--- config.mk ---
export PLATFORM = sky130hd
export DESIGN_NAME = seq_mult_core
export DESIGN_NICKNAME = d
export VERILOG_FILES = /design/src/rtl/seq_mult_core.sv
export SDC_FILE = /design/constraint.sdc
export NUM_CORES = 1
export LEC_CHECK = 0
export ABC_AREA = 1
export CAP_MARGIN = 20
export CORE_UTILIZATION = 35
export CTS_BUF_LIST = sky130_fd_sc_hd__clkbuf_2 sky130_fd_sc_hd__clkbuf_4 sky130_fd_sc_hd__clkbuf_8
export CTS_CLUSTER_DIAMETER = 60
export DETAILED_ROUTE_END_ITERATION = 10
export SYNTH_ARGS = -nofsm -noshare
export SYNTH_HDL_FRONTEND = slang
export SYNTH_SLANG_ARGS = --single-unit
--- constraint.sdc ---
create_clock -name i_clk -period 4.37 [get_ports i_clk]
set_input_delay 0.437 -clock i_clk [delete_from_list [all_inputs] [get_ports i_clk]]
set_output_delay 0.437 -clock i_clk [all_outputs]
set_load 0.02 [all_outputs]
--- src/rtl/seq_mult_core.sv ---
// seq_mult_core: sequential signed-magnitude shift-and-add multiplier.
// The operands are captured as unsigned magnitudes plus sign bits. The
// core produces |A|*|B| one multiplier bit per RUN cycle. o_stop is a
// one-cycle pulse that drives the downstream complement stage.
// Optional feature: define SEQ_MULT_EARLY_TERM_EN to end RUN as soon as
// the remaining multiplier bits are all zero. The product value is the
// same in both builds; only the latency changes.
module seq_mult_core #(
    parameter int DW = 8
) (
    input  logic            i_clk,
    input  logic            i_rst,
    input  logic            i_start,
    input  logic [DW-1:0]   i_a,
    input  logic [DW-1:0]   i_b,
    output logic [2*DW-1:0] o_product,
    output logic            o_signA,
    output logic            o_signB,
    output logic            o_stop,
    output logic            o_busy
);

    typedef enum logic [1:0] {
        IDLE = 2'd0,
        RUN  = 2'd1,
        DONE = 2'd2
    } state_t;

    localparam int CW = $clog2(DW + 1);

    state_t          state;
    state_t          state_nxt;
    logic [2*DW-1:0] acc;
    logic [2*DW-1:0] mcand;
    logic [DW-1:0]   mplier;
    logic [CW-1:0]   cnt;
    logic            sign_a;
    logic            sign_b;
    logic            stop_q;

    logic [DW-1:0]   mag_a;
    logic [DW-1:0]   mag_b;
    logic [DW-1:0]   mplier_shr;
    logic            last_cycle;

    // Two's-complement magnitude of each operand. The result is held in DW
    // unsigned bits, so -2^(DW-1) maps to 2^(DW-1) with no overflow.
    always_comb begin
        mag_a = i_a[DW-1] ? (~i_a) + DW'(1) : i_a;
        mag_b = i_b[DW-1] ? (~i_b) + DW'(1) : i_b;
    end

    // Detect the final RUN cycle. The full build always runs DW cycles.
    // The early-terminating build also stops once the shifted multiplier is empty.
    always_comb begin
        mplier_shr = mplier >> 1;
`ifdef SEQ_MULT_EARLY_TERM_EN
        last_cycle = (cnt == CW'(DW - 1)) || (mplier_shr == '0);
`else
        last_cycle = (cnt == CW'(DW - 1));
`endif
    end

    // Next-state logic for the IDLE -> RUN -> DONE -> IDLE sequence.
    // NOTE: every combinational output gets a default before the case, so no
    // path leaves it unassigned and no latch is inferred.
    always_comb begin
        state_nxt = state;
        case (state)
            IDLE:    if (i_start) state_nxt = RUN;
            RUN:     if (last_cycle) state_nxt = DONE;
            DONE:    state_nxt = IDLE;
            default: state_nxt = IDLE;
        endcase
    end

    // State register. Reset forces IDLE at once, even in the middle of RUN.
    // NOTE: sequential state uses non-blocking assignments only, so every
    // register samples the values from before the edge, whatever order the
    // statements are written in.
    always_ff @(posedge i_clk or negedge i_rst) begin
        if (!i_rst) state <= IDLE;
        else        state <= state_nxt;
    end

    // Datapath: operand capture in IDLE, then one shift-and-add step per RUN cycle.
    // The accumulator is 2*DW bits and |A|*|B| <= 2^(2*DW-2), so it cannot overflow.
    always_ff @(posedge i_clk or negedge i_rst) begin
        if (!i_rst) begin
            acc    <= '0;
            mcand  <= '0;
            mplier <= '0;
            cnt    <= '0;
            sign_a <= 1'b0;
            sign_b <= 1'b0;
        end else begin
            case (state)
                IDLE: begin
                    if (i_start) begin
                        acc    <= '0;
                        mcand  <= {{DW{1'b0}}, mag_a};
                        mplier <= mag_b;
                        cnt    <= '0;
                        sign_a <= i_a[DW-1];
                        sign_b <= i_b[DW-1];
                    end
                end
                RUN: begin
                    if (mplier[0]) acc <= acc + mcand;
                    mcand  <= mcand << 1;
                    mplier <= mplier_shr;
                    cnt    <= cnt + CW'(1);
                end
                default: ;
            endcase
        end
    end

    // o_stop is registered out of DONE. It therefore pulses exactly one cycle
    // on the edge after the last RUN step, once the accumulator has settled.
    always_ff @(posedge i_clk or negedge i_rst) begin
        if (!i_rst) stop_q <= 1'b0;
        else        stop_q <= (state == DONE);
    end

    // The result and sign outputs come straight from the capture/accumulate
    // registers. They stay stable from DONE until the next accepted start.
    assign o_product = acc;
    assign o_signA   = sign_a;
    assign o_signB   = sign_b;
    assign o_stop    = stop_q;
    assign o_busy    = (state == RUN);

endmodule
Word-level counts from Yosys, hierarchy flattened
Cells that the tools add are included.
{"block": "totals", "reg_bits": 49, "latch_bits": 0, "ram_bits": 0, "mem_bits_ro": 0, "in_bits": 19, "output_inout_bits": 20, "elab_cells": 40, "mem_count": 0}
{"block": "classes", "n_addsub": 4, "multipliers": 0, "n_div": 0, "n_lt_le_gt_ge": 0, "n_eq_ne": 6, "shifts": 0, "n_mux": 14, "bitwise_logic": 2, "n_reduce_logical": 6}
{"operator": "16-bit case mux with 2 select lines", "count": 2}
{"operator": "16-bit 2-to-1 mux", "count": 3}
{"operator": "8-bit 2-to-1 mux", "count": 3}
{"operator": "16-bit adder", "count": 1}
{"operator": "8-bit by 1-bit adder with 8-bit output (second input constant)", "count": 2}
{"operator": "8-bit NOT", "count": 2}
{"operator": "8-bit case mux with 2 select lines", "count": 1}
{"operator": "4-bit case mux with 2 select lines", "count": 1}
{"operator": "2-bit AND reduction", "count": 3}
{"operator": "4-bit by 1-bit adder with 4-bit output (second input constant)", "count": 1}
{"operator": "4-bit by 3-bit == test with 1-bit output (second input constant)", "count": 1}
{"operator": "2-bit 2-to-1 mux", "count": 2}
{"operator": "4-bit 2-to-1 mux", "count": 1}
{"operator": "2-bit by 1-bit != test with 1-bit output (second input constant)", "count": 2}
{"operator": "2-bit case mux with 2 select lines", "count": 1}
{"operator": "3-bit AND reduction", "count": 1}
{"operator": "2-bit by 1-bit == test with 1-bit output (second input constant)", "count": 1}
{"operator": "2-bit == test (second input constant)", "count": 1}
{"operator": "2-bit logical NOT", "count": 1}
{"operator": "2-bit != test (second input constant)", "count": 1}
{"operator": "2-bit nonzero test", "count": 1}

Longest topological paths before layout
Gate-level depths: netlist of the first run.
{"block": "logic_depth", "word_depth": 5, "ltp_mapped": 11, "ltp_nobuf": 11}

Least setup slack after synthesis of the first run
Ideal clock, no wire load.
{"block": "synth_path", "path_type": "reg-to-reg", "from": "register acc[0], in the netlist o_product[0]", "to": "register acc[12], in the netlist o_product[12]", "setup_ns": 0.117, "t_arrival_ns": 1.617, "t_required_ns": 4.253, "path_slack_ns": 2.636, "stages_incl_launch_ff": 12, "n_path_buf": 0, "synth_period_minus_slack_ns": 1.734, "path_cell_list": "dfrtp_1 > ha_1 > inv_1 > fa_1 > inv_1 > nand3_1 > nand3_1 > nand3_1 > nand3_1 > nand2_1 > nand3_1 > nand2_1"}
{"block": "synth_between", "elab_chain_len": 3}
{"element": "from (decl)", "line_no": "33", "rtl": "logic [2*DW-1:0] acc;"}
{"element": "from (signal assigned)", "line_no": "109", "rtl": "if (mplier[0]) acc <= acc + mcand;"}
{"element": "16-bit adder", "line_no": "109"}
{"element": "16-bit 2-to-1 mux", "line_no": "109"}
{"element": "16-bit case mux with 2 select lines", "line_no": "97", "rtl": "case (state)"}
No other way between the ends. The select of a mux whose other input is x is not followed.
A chain may end at the register's enable or synchronous reset.

Worst setup path in the final report of the first run
{"block": "layout_path", "from": "register state[1]", "to": "output port o_busy"}
{"block": "layout_between", "elab_chain_len": 1}
{"element": "from (decl)", "line_no": "31", "rtl": "state_t state;"}
{"element": "from (signal assigned)", "line_no": "83", "rtl": "else state <= state_nxt;"}
{"element": "2-bit by 1-bit == test with 1-bit output", "line_no": "132", "rtl": "assign o_busy = (state == RUN);"}
{"element": "to (decl)", "line_no": "20", "rtl": "output logic o_busy"}
No other way between the ends.

==> results.py, run 1 <==
metrics = {
    "run_status": {
        "status": "finished, final reports clean",
    },
    "global_routing": {
        "overflow": 0,
        "grt_pass1_vias": 2605,
        "grt_pass1_wl_um": 12200,
        "grt_util_all_layers_pct": 15.7,
        "antenna_found_initial": 0,
        "grt_max_degree": 50,
    },
    "floorplanning": {
        "die_w_um": 96.7,
        "rows": 34,
        "initial_core_util_pct": 36.0,
        "die_h_um": 96.7,
        "num_io_pins": 39,
        "die-area_um2": 9360,
        "core_area_um2": 8720,
    },
    "yosys": {
        "async_flop_share_pct": 100,
        "synthFlopType": "dfrtp_1",
        "synth-seq-cells": 49,
        "yosys.area_share.xor_xnor_pct": 1.67,
        "synth-seq-area-share_pct": 39.0,
        "yosysWarnings": 0,
        "synth.area.mux_share_pct": 0.319,
        "syn-cell-area_um2": 3140,
        "synth_compound_area_share_pct": 12.8,
        "synthAdderAreaFrac_pct": 7.81,
        "synth_cell_types": 37,
        "yosysTopAreaCell": "dfrtp_1",
        "synthTopCellsByCount": "135 x nand2_1, 65 x inv_1, 49 x dfrtp_1",
        "synth_simple_gate_area_share_pct": 28.4,
        "synth.most_common_cell": "nand2_1",
        "synth_top_family_by_area": "simple AND/OR/NAND/NOR gates",
        "synth.avg_cell_area_um2": 7.44,
        "synth_edf_count": 0,
        "synth.area.top_cells": "dfrtp_1 39%, nand2_1 16%, inv_1 7.8%",
        "synth_nets": 460,
        "yosysTopAreaCellShare_pct": 39.0,
        "syn_inst": 422,
    },
    "place": {
        "port_buffers": 38,
        "gp_congestion": 0.910,
        "placedCellCount": 561,
        "hpwlAfterDp_um": 5250,
        "placed_cell_area_um2": 3610,
        "pre_cts_ws_ns": 2.22,
    },
    "detailed_routing": {
        "wire_per_inst_um": 12.2,
        "drtAntennaViolNets": 0,
        "dr.pass1.iters": 4,
        "drc": 0,
        "drt-total-wl_um": 6920,
        "via_count": 2756,
        "drt_iter0_drc": 101,
        "vias_per_cell": 4.84,
    },
    "clock_network": {
        "htree_levels": 2,
        "clkSlewWorstSetupHoldPaths_ns": 0.10,
        "ctsRootBufferMaster": "clkbuf_8",
        "insertion_delay_ns": 0.31,
        "hold_buffers": 0,
        "post_cts_buffers": 0,
        "cts_tree": "built",
        "cts_resized": 0,
        "cts_buffer_depth": 2,
        "numCtsBuffers": 5,
        "cts.sinks": 49,
    },
    "power_and_ir_drop": {
        "ir_drop_v": 0.000224,
        "power.density_nw_per_um2": 687,
        "power.leakage_nw": 1.93,
    },
    "sta": {
        "period_share_pct": 53.7,
        "tns_ns": 0,
        "setup_viol_count_final": 0,
        "hold_viol": 0,
        "finClkSkew_ns": 0.00892,
        "max_freq_mhz": 426,
        "setup_slack_ns": 2.02,
        "whs_ns": 0.209,
        "final-max-slew-violation-count": 0,
        "worst_slew_pin_slew_ns": 0.622,
        "max_slew_margin_pct": 58.6,
        "fin_crit_ns": 2.35,
        "rsz0062_at_grt": "no",
    },
    "layout": {
        "fin_cells": 569,
        "fin_nets": 498,
        "syn_to_final_growth_pct": 18.6,
        "n_antenna_cell": 0,
        "drive_gt1_share_pct": 5.21,
        "fin_area_um2": 3720,
    },
    "critical_path": {
        "start_kind": "flop",
        "cp.required_ns": 3.93,
        "cp-end-kind": "output pin",
        "crit_type": "reg -> out",
        "path_max_fanout": 19,
        "crit_arrival_ns": 1.91,
    },
    "hold_path": {
        "hold_class": "in -> async",
    },
    "flow_run": {
        "drv_cap": 0,
    },
}
==> stage by stage <==
stage	power, mW	utilization (%)
after global routing	2.82	42.7
after floorplan	1.84	-
after global placement	2.21	41.4
final	2.56	42.7
after CTS	2.59	42.7
after detailed placement	2.24	41.4
==> critical path, cell delays in order, from the launching register on <==
cell and delay, ns:
dfrtp_1 0.45, nor2_4 0.43, clkdlybuf4s50_1 0.72
==> sequential cells by signal, indices dropped and copies added (netlist names) <==
register,count
mplier,8
o_product,16
mcand,16
o_stop,1
o_signB,1
o_signA,1
cnt,4
state,2
==> metal layers <==
metal | vias to the layer above | share of wire, % | wire length, um | global-route usage (%)
met5 | - | 0 | 0 | 0
met4 | 0 | 0.56 | 39 | 3.10
met3 | 5 | 3.0 | 210 | 2.67
met2 | 51 | 44 | 3060 | 25.3
met1 | 1251 | 52 | 3610 | 22.2
li1 | 1449 | - | - | -
==> cells in the final DEF, fill, tap and decap left out, types with 2 or more instances in the layout <==
master,instances
o22ai_1,7
nor2_1,19
nand3b_1,2
a32o_1,2
xor2_1,6
o21ai_0,18
clkbuf_8,5
nand2_1,135
a21oi_1,14
nand4_1,6
ha_1,18
nor3_1,5
or2_2,4
o21ai_1,6
inv_2,2
clkdlybuf4s50_1,37
inv_4,2
nand3_1,28
a22oi_1,7
o221ai_1,3
nor2_4,3
inv_1,65
a22o_1,2
dfrtp_1,49
==> logic make-up after synthesis <==
family	count (synthesis)
buffers and inverters	77
AO/OA/AOI/OAI	65
AND/OR/NAND/NOR	205
adder cells (fa/ha/maj)	19
multiplexers	1
XOR/XNOR	6
flip-flops	49
==> where the power goes <==
part | internal, mW | total [mW] | switching, mW
Combinational | 0.557 | 1.43 | 0.874
Sequential | 0.645 | 0.789 | 0.145
Clock | 0.172 | 0.340 | 0.169
Total | 1.37 | 2.56 | 1.19
==> path summary, 6_finish.rpt <==
| path | depth (start not counted) | slack, ns | end | startpoint |
|---|---|---|---|---|
| min in group i_clk | 1 | 0.44 | o_stop | state[0] |
| max in group asynchronous | 2 | 3.73 | o_product[2] | i_rst |
| min | 2 | 0.21 | cnt[3] | i_rst |
| min reg2reg | 1 | 0.44 | o_stop | state[0] |
| max | 2 | 2.02 | o_busy | state[1] |
| max reg2reg | 5 | 2.48 | o_product[2] | state[1] |
==> final cells by class <==
class	instances	area, um^2
multi-input combinational	296	1600
clock inverter	3	46.3
tap	108	135
timing repair buffer	39	383
sequential	49	1230
fill	891	5000
clock buffer	5	68.8
inverter	69	264
No activity file was read; power rests on OpenSTA's default activity.
==> inputs of run 2 (changes only) <==
==> constraint.sdc (replaced) <==
create_clock -name i_clk -period 2.26 [get_ports i_clk]
set_input_delay 0.226 -clock i_clk [delete_from_list [all_inputs] [get_ports i_clk]]
set_output_delay 0.226 -clock i_clk [all_outputs]
set_load 0.02 [all_outputs]
==> run 2 against run 1 <==
  * Worst hold slack better by 0.24 ns
  * Critical endpoint unchanged
  * Highest routed layer unchanged
  * Clock skew is 0.0029 ns higher
  * Total power is 91% higher
  * Via count is 0.83% higher
==> results.py, run 2 (synthesized netlist as in run 1, its figures left out) <==
metrics = {
    "clock_network": {
        "ctsRootBufferMaster": "clkbuf_8",
        "clkSlewWorstSetupHoldPaths_ns": 0.09,
        "cts_buffer_depth": 2,
        "numCtsBuffers": 5,
        "cts.sinks": 49,
        "cts_resized": 0,
        "insertion_delay_ns": 0.31,
        "cts_tree": "built",
        "htree_levels": 2,
    },
    "sta": {
        "max_slew_margin_pct": 58.1,
        "period_share_pct": 80.4,
        "rsz0062_at_grt": "no",
        "setup_viol_count_final": 0,
        "finClkSkew_ns": 0.0119,
        "hold_viol": 0,
        "max_freq_mhz": 551,
        "worst_slew_pin_slew_ns": 0.629,
        "whs_ns": 0.446,
        "final-max-slew-violation-count": 0,
        "tns_ns": 0,
        "fin_crit_ns": 1.82,
    },
    "critical_path": {
        "path_max_fanout": 3,
        "start_kind": "flop",
        "crit_type": "reg -> out",
        "crit_arrival_ns": 1.59,
        "cp.required_ns": 2.03,
        "cp-end-kind": "output pin",
    },
    "power_and_ir_drop": {
        "p_sw_mw": 2.31,
        "combPwrFrac_pct": 57.3,
        "pwr-share-seq_pct": 31.5,
        "sw_frac_of_total_pct": 47.2,
        "power.density_nw_per_um2": 1310,
        "power.leakage_nw": 1.93,
        "pwr-share-clk_pct": 11.2,
        "intPower_mw": 2.58,
        "ir_drop_v": 0.000538,
    },
    "detailed_routing": {
        "vias_per_cell": 4.86,
        "dr.pass1.iters": 4,
        "drc": 0,
        "drtAntennaViolNets": 0,
        "drt-total-wl_um": 7120,
        "via_count": 2779,
        "drt_iter0_drc": 93,
        "wire_per_inst_um": 12.4,
    },
    "floorplanning": {
        "die_w_um": 96.7,
        "die_h_um": 96.7,
        "core_area_um2": 8720,
        "rows": 34,
        "num_io_pins": 39,
        "initial_core_util_pct": 36.0,
        "die-area_um2": 9360,
    },
    "layout": {
        "drive_gt1_share_pct": 5.60,
        "fin_area_um2": 3740,
        "n_antenna_cell": 0,
        "final_cell_mix": "135 x nand2_1, 65 x inv_1, 49 x dfrtp_1, 37 x clkdlybuf4s50_1, 28 x nand3_1",
        "fin_cells": 572,
        "syn_to_final_growth_pct": 19.0,
        "final_common_cell": "nand2_1",
        "post-route-util_pct": 42.9,
        "fin_nets": 501,
    },
    "global_routing": {
        "grt_pass1_wl_um": 12800,
        "antenna_found_initial": 0,
        "grt_use_met3_pct": 3.03,
        "grt_use_met1_pct": 22.4,
        "grt_pass1_vias": 2716,
        "top_usage_layer": "met2",
        "grt_util_all_layers_pct": 16.5,
        "grt_max_degree": 27,
        "grt_use_met2_pct": 26.7,
        "overflow": 0,
    },
    "place": {
        "hpwlAfterDp_um": 5480,
        "placedCellCount": 563,
        "placed_cell_area_um2": 3640,
        "gp_congestion": 0.853,
        "port_buffers": 38,
    },
    "flow_run": {
        "drv_cap": 0,
    },
    "run_status": {
        "status": "finished, final reports clean",
    },
    "hold_path": {
        "hold_class": "reg -> reg",
    },
}
-- run 2: cell count changes in the layout (fill, tap and decap cells not counted) --
| cell | previous run | this run |
|---|---|---|
| buf_12 | 0 | 1 |
| buf_4 | 1 | 2 |
| bufinv_16 | 1 | 0 |
| clkbuf_4 | 0 | 1 |
| clkinv_4 | 1 | 0 |
| clkinvlp_4 | 1 | 2 |
| dlygate4sd3_1 | 0 | 1 |
-- run 2: final cells by class --
cell class	count	area, um^2
clock buffer	6	76.3
tap	108	135
inverter	69	264
clock inverter	2	15.0
fill	897	4980
timing repair buffer	42	420
sequential	49	1230
multi-input combinational	296	1600
-- run 2: worst paths after layout --
check	end	start	slack [ns]	cells past startpoint
max in group asynchronous	o_product[5]	i_rst	1.25	3
hold reg to reg	o_stop	state[0]	0.45	1
setup / recovery	o_busy	state[1]	0.44	2
setup reg to reg	o_product[10]	o_product[0]	0.49	11
hold / removal	o_stop	state[0]	0.45	1
min in group asynchronous	mcand[8]	i_rst	0.47	2
-- run 2: worst max-delay path: stages, from the launching register on --
cell	delay, ns
dfrtp_1	0.46
nor2_4	0.19
clkdlybuf4s50_1	0.63
-- run 2: stage by stage --
| stage | power, mW | setup WS [ns] |
|---|---|---|
| global route | 5.40 | 0.276 |
| global placement | 4.34 | 0.515 |
| finish | 4.89 | 0.443 |
| detailed placement | 4.38 | 0.506 |
| CTS | 4.94 | 0.420 |
| floorplan | 3.55 | 0.526 |
-- run 2: power groups by stage --
stage / clock [mW] / sequential [mW] / combinational [mW]
6_report: 0.548 / 1.54 / 2.80
3_3_place_gp: 0 / 1.55 / 2.79
4_1_cts: 0.563 / 1.54 / 2.83
5_1_grt: 0.609 / 1.60 / 3.19
3_5_place_dp: 0 / 1.56 / 2.82
2_1_floorplan: 0 / 1.63 / 1.93
-- run 2: repair_timing --
action	4_1_cts	5_1_grt
setup endpoints to repair	0	0
hold buffers	1	0
hold endpoints to repair	25	0
setup buffers	0	0
-- run 2: per-layer routing --
metal	wire, um	up-vias
met1	3620	1259
met4	87	0
met2	3170	56
li1	-	1456
met5	0	-
met3	250	8
==> inputs of run 3 (changes only) <==
==> constraint.sdc (replaced) <==
create_clock -name i_clk -period 1.55 [get_ports i_clk]
set_input_delay 0.155 -clock i_clk [delete_from_list [all_inputs] [get_ports i_clk]]
set_output_delay 0.155 -clock i_clk [all_outputs]
set_load 0.02 [all_outputs]
==> run 3 against run 2 <==
  * The run now ends with setup timing left
  * Register-to-register slack lost 0.55 ns
  * Sequential cell count is the same
  * Sequential power grew 49%
  * Global-route usage grew 1.2 points
  * Critical path type is now reg -> reg
  * Critical endpoint is now o_product[8]
  * Largest power group unchanged
  * Highest routed layer unchanged
==> results.py, run 3 (synthesized netlist as in run 1, its figures left out) <==
metrics = {
    "run_status": {
        "status": "complete, but fails checks",
        "violations": "setup timing",
    },
    "sta": {
        "whs_ns": 0.284,
        "max_freq_mhz": 620,
        "finClkSkew_ns": 0.0103,
        "max_slew_margin_pct": 74.6,
        "fin_crit_ns": 1.61,
        "setup_viol_count_final": 3,
        "worst_slew_pin_slew_ns": 0.382,
        "setup_slack_ns": -0.0624,
        "hold_viol": 0,
        "period_share_pct": 104,
        "rsz0062_at_grt": "yes",
        "final-max-slew-violation-count": 0,
        "tns_ns": -0.120,
    },
    "clock_network": {
        "insertion_delay_ns": 0.31,
        "ctsRootBufferMaster": "clkbuf_8",
        "clkSlewWorstSetupHoldPaths_ns": 0.10,
        "cts.sinks": 49,
        "cts_tree": "built",
        "htree_levels": 2,
        "cts_buffer_depth": 2,
        "numCtsBuffers": 5,
    },
    "place": {
        "hpwlAfterDp_um": 5970,
        "pre_cts_ws_ns": -0.0576,
        "port_buffers": 38,
        "gp_congestion": 0.830,
    },
    "global_routing": {
        "grt_use_met2_pct": 30.0,
        "grt_util_all_layers_pct": 17.7,
        "grt_pass1_vias": 2981,
        "top_usage_layer": "met2",
        "grt_max_degree": 25,
        "antenna_found_initial": 0,
        "grt_use_met1_pct": 23.2,
        "overflow": 0,
        "grt_use_met3_pct": 3.03,
        "grt_pass1_wl_um": 13500,
    },
    "critical_path": {
        "r2r_setup_slack_ns": -0.06,
        "crit_arrival_ns": 1.82,
        "cp-end-kind": "flop",
        "path_max_fanout": 4,
        "startpoint": "o_product[0]",
        "crit_type": "reg -> reg",
        "start_kind": "flop",
        "cp.required_ns": 1.76,
        "r2r-start": "o_product[0]",
    },
    "layout": {
        "syn_to_final_growth_pct": 38.1,
        "final_common_cell": "nand2_1",
        "fin_nets": 547,
        "drive_gt1_share_pct": 22.7,
        "final_cell_mix": "123 x nand2_1, 63 x inv_1, 47 x buf_4, 46 x dfrtp_1, 21 x clkdlybuf4s50_1",
        "post-route-util_pct": 49.7,
        "n_antenna_cell": 0,
    },
    "hold_path": {
        "hold_class": "in -> async",
    },
    "detailed_routing": {
        "wire_per_inst_um": 13.0,
        "vias_per_cell": 4.84,
        "dr.pass1.iters": 5,
        "drc": 0,
        "drtAntennaViolNets": 0,
        "drt_iter0_drc": 106,
        "drt-total-wl_um": 8050,
        "via_count": 2994,
    },
    "floorplanning": {
        "num_io_pins": 39,
        "die-area_um2": 9360,
        "die_w_um": 96.7,
        "rows": 34,
        "core_area_um2": 8720,
        "initial_core_util_pct": 36.0,
        "die_h_um": 96.7,
    },
    "power_and_ir_drop": {
        "ir_drop_v": 0.000761,
        "p_total_mw": 8.59,
        "power.density_nw_per_um2": 1980,
        "power.leakage_nw": 2.25,
    },
    "flow_run": {
        "drv_cap": 0,
    },
}
-- run 3: changes by cell type in the layout (fill, tap and decap cells not counted), moves of 9 or more --
cell / previous run / this run
clkdlybuf4s50_1: 37 / 21
nand2_2: 0 / 11
ha_1: 18 / 7
buf_4: 2 / 47
nand3_1: 28 / 19
dlygate4sd2_1: 0 / 15
ha_4: 0 / 10
nand2_1: 135 / 123
-- run 3: layout make-up --
class | count | area (um^2)
clock buffer | 6 | 76.3
tap | 108 | 135
inverter | 69 | 264
clock inverter | 2 | 16.3
timing repair buffer | 88 | 762
multi-input combinational | 296 | 1850
sequential | 49 | 1230
fill | 832 | 4380
-- run 3: path summary, 6_finish.rpt --
kind                                 to  cells past startpoint
hold / removal             o_product[0]                      2
max in group asynchronous      mcand[3]                      3
min in group i_clk               o_stop                      1
setup reg to reg           o_product[8]                     11
setup / recovery           o_product[8]                     11
hold reg to reg                  o_stop                      1
-- run 3: routing by layer --
layer / vias to the layer above / wire length (um)
li1: 1545 / -
met1: 1373 / 3850
met2: 62 / 3800
met3: 14 / 283
met4: 0 / 115
met5: - / 0
-- run 3: worst max-delay path, cell delays in order, from the launching register on --
cell and delay (ns):
dfrtp_2 0.40, ha_4 0.14, inv_2 0.03, fa_2 0.34, inv_2 0.09, nand3_2 0.09, nand3_4 0.10, nand2_2 0.06
nand3_2 0.08, nand2_1 0.06, nand2_1 0.06, o21ai_1 0.05
-- run 3: metrics by stage --
step	instances	instance area, um^2
after CTS	616	4230
after floorplan	422	3180
after global routing	618	4340
after detailed placement	606	4010
after global placement	606	4010
final	618	4340
-- run 3: repair_timing --
| item | 4_1_cts | 5_1_grt |
|---|---|---|
| buffers inserted | 1 | 2 |
| gates resized for setup | 38 | 21 |
| pin swaps | 3 | 9 |
| endpoints found under the setup margin | 26 | 13 |
| endpoints found under the hold margin | 12 | 0 |
| hold buffers | 1 | 0 |
-- run 3: power by group --
part	total (mW)	internal, mW	switching (mW)
Sequential	2.30	1.82	0.473
Combinational	5.48	2.52	2.97
Clock	0.809	0.340	0.469
Total	8.59	4.68	3.91
==> RTL edit 1 (settings of run 3) <==
Reset style: synchronous (`i_rst`), changed in 3 clocked blocks.
--- a/src/rtl/seq_mult_core.sv
+++ b/src/rtl/seq_mult_core.sv
@@ -78,14 +78,14 @@
     // NOTE: sequential state uses non-blocking assignments only, so every
     // register samples the values from before the edge, whatever order the
     // statements are written in.
-    always_ff @(posedge i_clk or negedge i_rst) begin
+    always_ff @(posedge i_clk) begin
         if (!i_rst) state <= IDLE;
         else        state <= state_nxt;
     end
 
     // Datapath: operand capture in IDLE, then one shift-and-add step per RUN cycle.
     // The accumulator is 2*DW bits and |A|*|B| <= 2^(2*DW-2), so it cannot overflow.
-    always_ff @(posedge i_clk or negedge i_rst) begin
+    always_ff @(posedge i_clk) begin
         if (!i_rst) begin
             acc    <= '0;
             mcand  <= '0;
@@ -118,7 +118,7 @@
 
     // o_stop is registered out of DONE. It therefore pulses exactly one cycle
     // on the edge after the last RUN step, once the accumulator has settled.
-    always_ff @(posedge i_clk or negedge i_rst) begin
+    always_ff @(posedge i_clk) begin
         if (!i_rst) stop_q <= 1'b0;
         else        stop_q <= (state == DONE);
     end
Behaviour: differs if i_rst is asserted again (counterexample within 4 cycles, from zero or initial values and one cycle with i_rst low); with i_rst held inactive, the same outputs for 4 cycles.
==> RTL edit 1 against run 3 <==
The run still ends with negative setup slack left. Final cell count up 2.9%. Sequential share of layout area down 4.2 points. Synthesized area down 2.9%. Wire length down 0.30%. Setup slack worse by 28 ps. Final area down 4.2%. Sequential cell count unchanged.
Power is left out: it rests on default switching activity, and per cell area and clock period it moved more than threefold.
==> RTL edit 1: results (changes against run 3) <==
- Placed instance area: 3800 um^2 (-5.3%)
- CTS root buffer: clkbuf_8
- Worst slew pin tran: 423 ps (+41.0 ps)
- Reg-to-reg slack, setup: -90 ps (-30 ps)
- Final WL: 8030 um (-0.30%)
- Final hold slack: 469 ps (+185 ps)
- HPWL Detailed: 5950 um (-0.27%)
- Port Buffers: 38 (unchanged)
- Gp weighted congestion: 0.882 (+6.2%)
- Largest cells by area after synthesis: dfxtp_1 32%, nand2_1 17%, inv_1 8.0%
- Status: complete, but fails checks
- DR iter-0 viols: 91 (-14%)
- TritonCTS buffer count: 5 (unchanged)
- DP Worst Slack: -116 ps (-58.0 ps)
- CTS clk-pin slew, worst paths: 110 ps
- First-pass GRT wire length: 13400 um (-1.0%)
- Worst path slowest cell: fa_2
- CP peak stage delay: 370 ps (-30 ps)
- Hold WC Path Type: reg2reg
- Max FO, Critical Path: 4 (unchanged)
- Distinct cell type count after synthesis: 36 (-2.7%)
- Share of cells above drive strength 1: 0.218 (-0.00900)
- Top cell family by delay on the critical path: adder cells
- Number of antenna violations at the first check in global routing: 0 (unchanged)
- Most frequent cells after synthesis: 135 x nand2_1, 65 x inv_1, 49 x dfxtp_1, 43 x nand3_1, 37 x a21oi_1
- Cell with the most instances after synthesis: nand2_1
- Clock Skews: 14.4 ps (+4.09 ps)
- Drt via density: 4.96 (+2.3%)
- Syn nets: 500 (+8.7%)
- Nets@finish: 568 (+3.8%)
- Largest net degree at the start of global routing: 19 (-24%)
- Setup ws final: -89.9 ps (-27.5 ps)
- Sequential-to-total area share from yosys stat: 0.322 (-0.0686)
- Initial DRT Pass Iterations: 4 (-1)
- Antenna cells: 0 (unchanged)
- CTS Buffer Depth: 2 (unchanged)
- Final setup viols: 5 (+2)
- Ys async rst share: 0 (-1.00)
- Tot GR Track Use: 0.189 (+0.0122)
- Clock Latency Late Sink: 310 ps (about the same)
- CTS H-tree depth: 2 (unchanged)
- YS warnings: 0 (unchanged)
- Vias in the first global route: 2969 (-0.40%)
- Critical path data arrival time: 1860 ps (+40 ps)
- Failing checks: negative setup slack
==> RTL edit 1: path summary, 6_finish.rpt <==
kind	startpoint	end	depth (start not counted)
worst min register to register	mplier[7]	mplier[7]	2
worst max register to register	mcand[0]	o_product[8]	10
worst max-delay path	mcand[0]	o_product[8]	10
worst min-delay path	mplier[7]	mplier[7]	2
==> RTL edit 1: through the flow <==
stage,std cells,setup TNS (ps)
4_1_cts,634,-210
3_5_place_dp,626,-541
6_report,636,-208
5_1_grt,636,-1030
2_1_floorplan,462,-69.2
3_3_place_gp,626,-226
==> RTL edit 1: cell families (layout without fill, tap and decap cells) <==
family / Yosys count / count (layout) / synth area share
AOI/OAI and AO/OA: 76 / 76 / 0.142
xor gates and xnor gates: 3 / 3 / 0.00862
adders and majority gates: 19 / 19 / 0.0805
buffers and inverters: 83 / 152 / 0.113
DFF: 49 / 49 / 0.322
and+or+nand+nor: 232 / 232 / 0.334
==> RTL edit 1: cell type report <==
cell class / count / area (um^2)
clock buffer: 5 / 68.8
clock inverter: 3 / 25.0
fill: 848 / 4190
inverter: 71 / 274
multi-input combinational: 330 / 1990
sequential: 49 / 1000
tap: 105 / 131
timing repair buffer: 73 / 661
==> RTL edit 1: metal layers <==
metal / part of all wire / track usage / up-vias
met5: 0 / 0 / -
met4: 0.022 / 0.0568 / 0
met3: 0.030 / 0.0287 / 16
met2: 0.49 / 0.333 / 55
met1: 0.46 / 0.235 / 1437
li1: - / - / 1644
==> RTL edit 1: repair_timing <==
action | 4_1_cts | 5_1_grt
setup buffers | 0 | 2
endpoints found under the hold margin | 0 | 0
setup endpoints to repair | 15 | 17
hold buffers | 0 | 0
cloned | 0 | 0
gates resized for setup | 19 | 42
pin swaps | 1 | 7
==> RTL edit 2 (flow settings as in run 3) <==
Made on the original files. The parameter `DW` goes from 8 to 16.
--- a/src/rtl/seq_mult_core.sv
+++ b/src/rtl/seq_mult_core.sv
@@ -6,7 +6,7 @@
 // the remaining multiplier bits are all zero. The product value is the
 // same in both builds; only the latency changes.
 module seq_mult_core #(
-    parameter int DW = 8
+    parameter int DW = 16
 ) (
     input  logic            i_clk,
     input  logic            i_rst,
Interface: changed (resized i_a, i_b and o_product); port bits go from 39 to 71. No check against the original RTL was run, so the function may have changed too.
==> RTL edit 2 against run 3 <==
The flow finishes with violations (design-rule violations, negative setup slack). Final area up 140%. Via count rose by 130%. Clock power grew 120%. Sequential cell count increased by 41. Setup slack got worse by 210 ps. Wire length rose to 2.7 times the old value. Synthesized area is 110% higher. Total power increased to 2.6 times the old value. Fmax is 12% lower. Critical endpoint is now o_product[20].
==> RTL edit 2: results (changes against run 3) <==
- Status: complete, but fails checks
- Failing checks: design-rule violations, negative setup slack
- Setup TNS: -5710 ps (-5590 ps)
- Placed instance area: 8880 um^2 (+120%)
- Post-DR wirelength/cell: 15.0 um (+15%)
- Gp weighted congestion: 0.897 (+8.1%)
- # clk buffers: 10 (+4)
- Fillers: 1665 (+100%)
- Fraction of area in registers: 0.224 (-0.0597)
- Non-clock buffer count: 237 (+170%)
- First-pass GRT wire length: 33300 um (+150%)
- Final setup viols: 28 (+25)
- LEAKAGE: 5.28 nW (+130%)
- Share of cells above drive strength 1: 0.371 (+0.143)
- Most frequent cells after synthesis: 331 x nand2_1, 155 x inv_1, 90 x dfrtp_1, 69 x nor2_1, 56 x nand3_1
- Max VDD drop: 1.03 mV (+35%)
- Largest net degree at the start of global routing: 31 (+24%)
- Data buffer area share: 0.200 (+0.0246)
- Reg-to-reg slack, setup: -280 ps (-210 ps)
- Sequential-to-total area share from yosys stat: 0.345 (-0.0452)
- Row count: 49 (+44%)
- Synth Area in XOR/XNOR: 0.0255 (+0.00878)
- Sw frac: 0.482 (+0.0267)
- Nets@finish: 1266 (+130%)
- CP peak stage delay: 450 ps (+50 ps)
- Vias in the first global route: 6684 (+120%)
- Critical path data arrival time: 2110 ps (+290 ps)
- Power Clock: 0.00181 W (+120%)
- Max-slew headroom: 0.771 (+0.0252)
- Sequential power share: 0.198 (-0.069)
- Post-CTS Setup Inserts: 10 (+9)
- Clock Latency Late Sink: 390 ps (+80 ps)
- Number of antenna violations at the first check in global routing: 0 (unchanged)
- Multi-Input Combinational: 697 (+140%)
- Multi-input combinational area share: 0.467 (+0.0400)
- DR iter-0 viols: 447 (+320%)
- Largest cells by area after synthesis: dfrtp_1 35%, nand2_1 19%, inv_1 8.9%
- Synth Area in Adders: 0.0702 (-0.00789)
- Setup ws final: -275 ps (-213 ps)
- Ys async rst share: 1.00 (unchanged)
- TritonCTS buffer count: 9 (+4)
- Worst path slowest cell: dfrtp_1
- DRC: 6 (+6)
- Origin of the critical flop-to-flop path: mcand[7]
- Port Buffers: 70 (+84%)
- Top cell family by delay on the critical path: simple AND/OR/NAND/NOR gates
- Tot GR Track Use: 0.219 (+0.0420)
- Post-synthesis mux area share: 0 (-0.00319)
- CTS H-tree depth: 3 (+1)
- Via Count: 7020 (+130%)
- Distinct cell type count after synthesis: 44 (+19%)
- FFs & Latches: 90 (+84%)
- HPWL Detailed: 15500 um (+160%)
- Initial DRT Pass Iterations: 8 (+3)
- Crit path to: o_product[20]
- Non-clock inverters: 160 (+130%)
-- RTL edit 2: changes by cell type in the layout (fill, tap and decap cells not counted), moves of 22 or more --
cell     before  now
nand2_2      11   58
nand2_1     123  245
nor2_1       18   40
buf_4        47  150
dfrtp_2       3   31
inv_1        63  138
nand2_4       2   30
-- RTL edit 2: layer usage --
metal / vias up / global-route usage / share of wire
met1: 3279 / 0.292 / 0.47
met2: 162 / 0.369 / 0.47
li1: 3543 / - / -
met5: - / 0 / 0
met3: 36 / 0.0263 / 0.036
met4: 0 / 0.0680 / 0.020
-- RTL edit 2: metrics by stage --
stage | std cells | total power, W | hold slack [ps] | util | setup WS (ps)
global route | 1429 | 0.0237 | 129 | 0.566 | -359
detailed placement | 1384 | 0.0167 | 5.41 | 0.491 | -302
floorplan | 967 | 0.0116 | -141 | - | -149
global placement | 1384 | 0.0165 | 6.06 | 0.491 | -282
CTS | 1411 | 0.0198 | 121 | 0.527 | -269
finish | 1429 | 0.0221 | 130 | 0.566 | -275
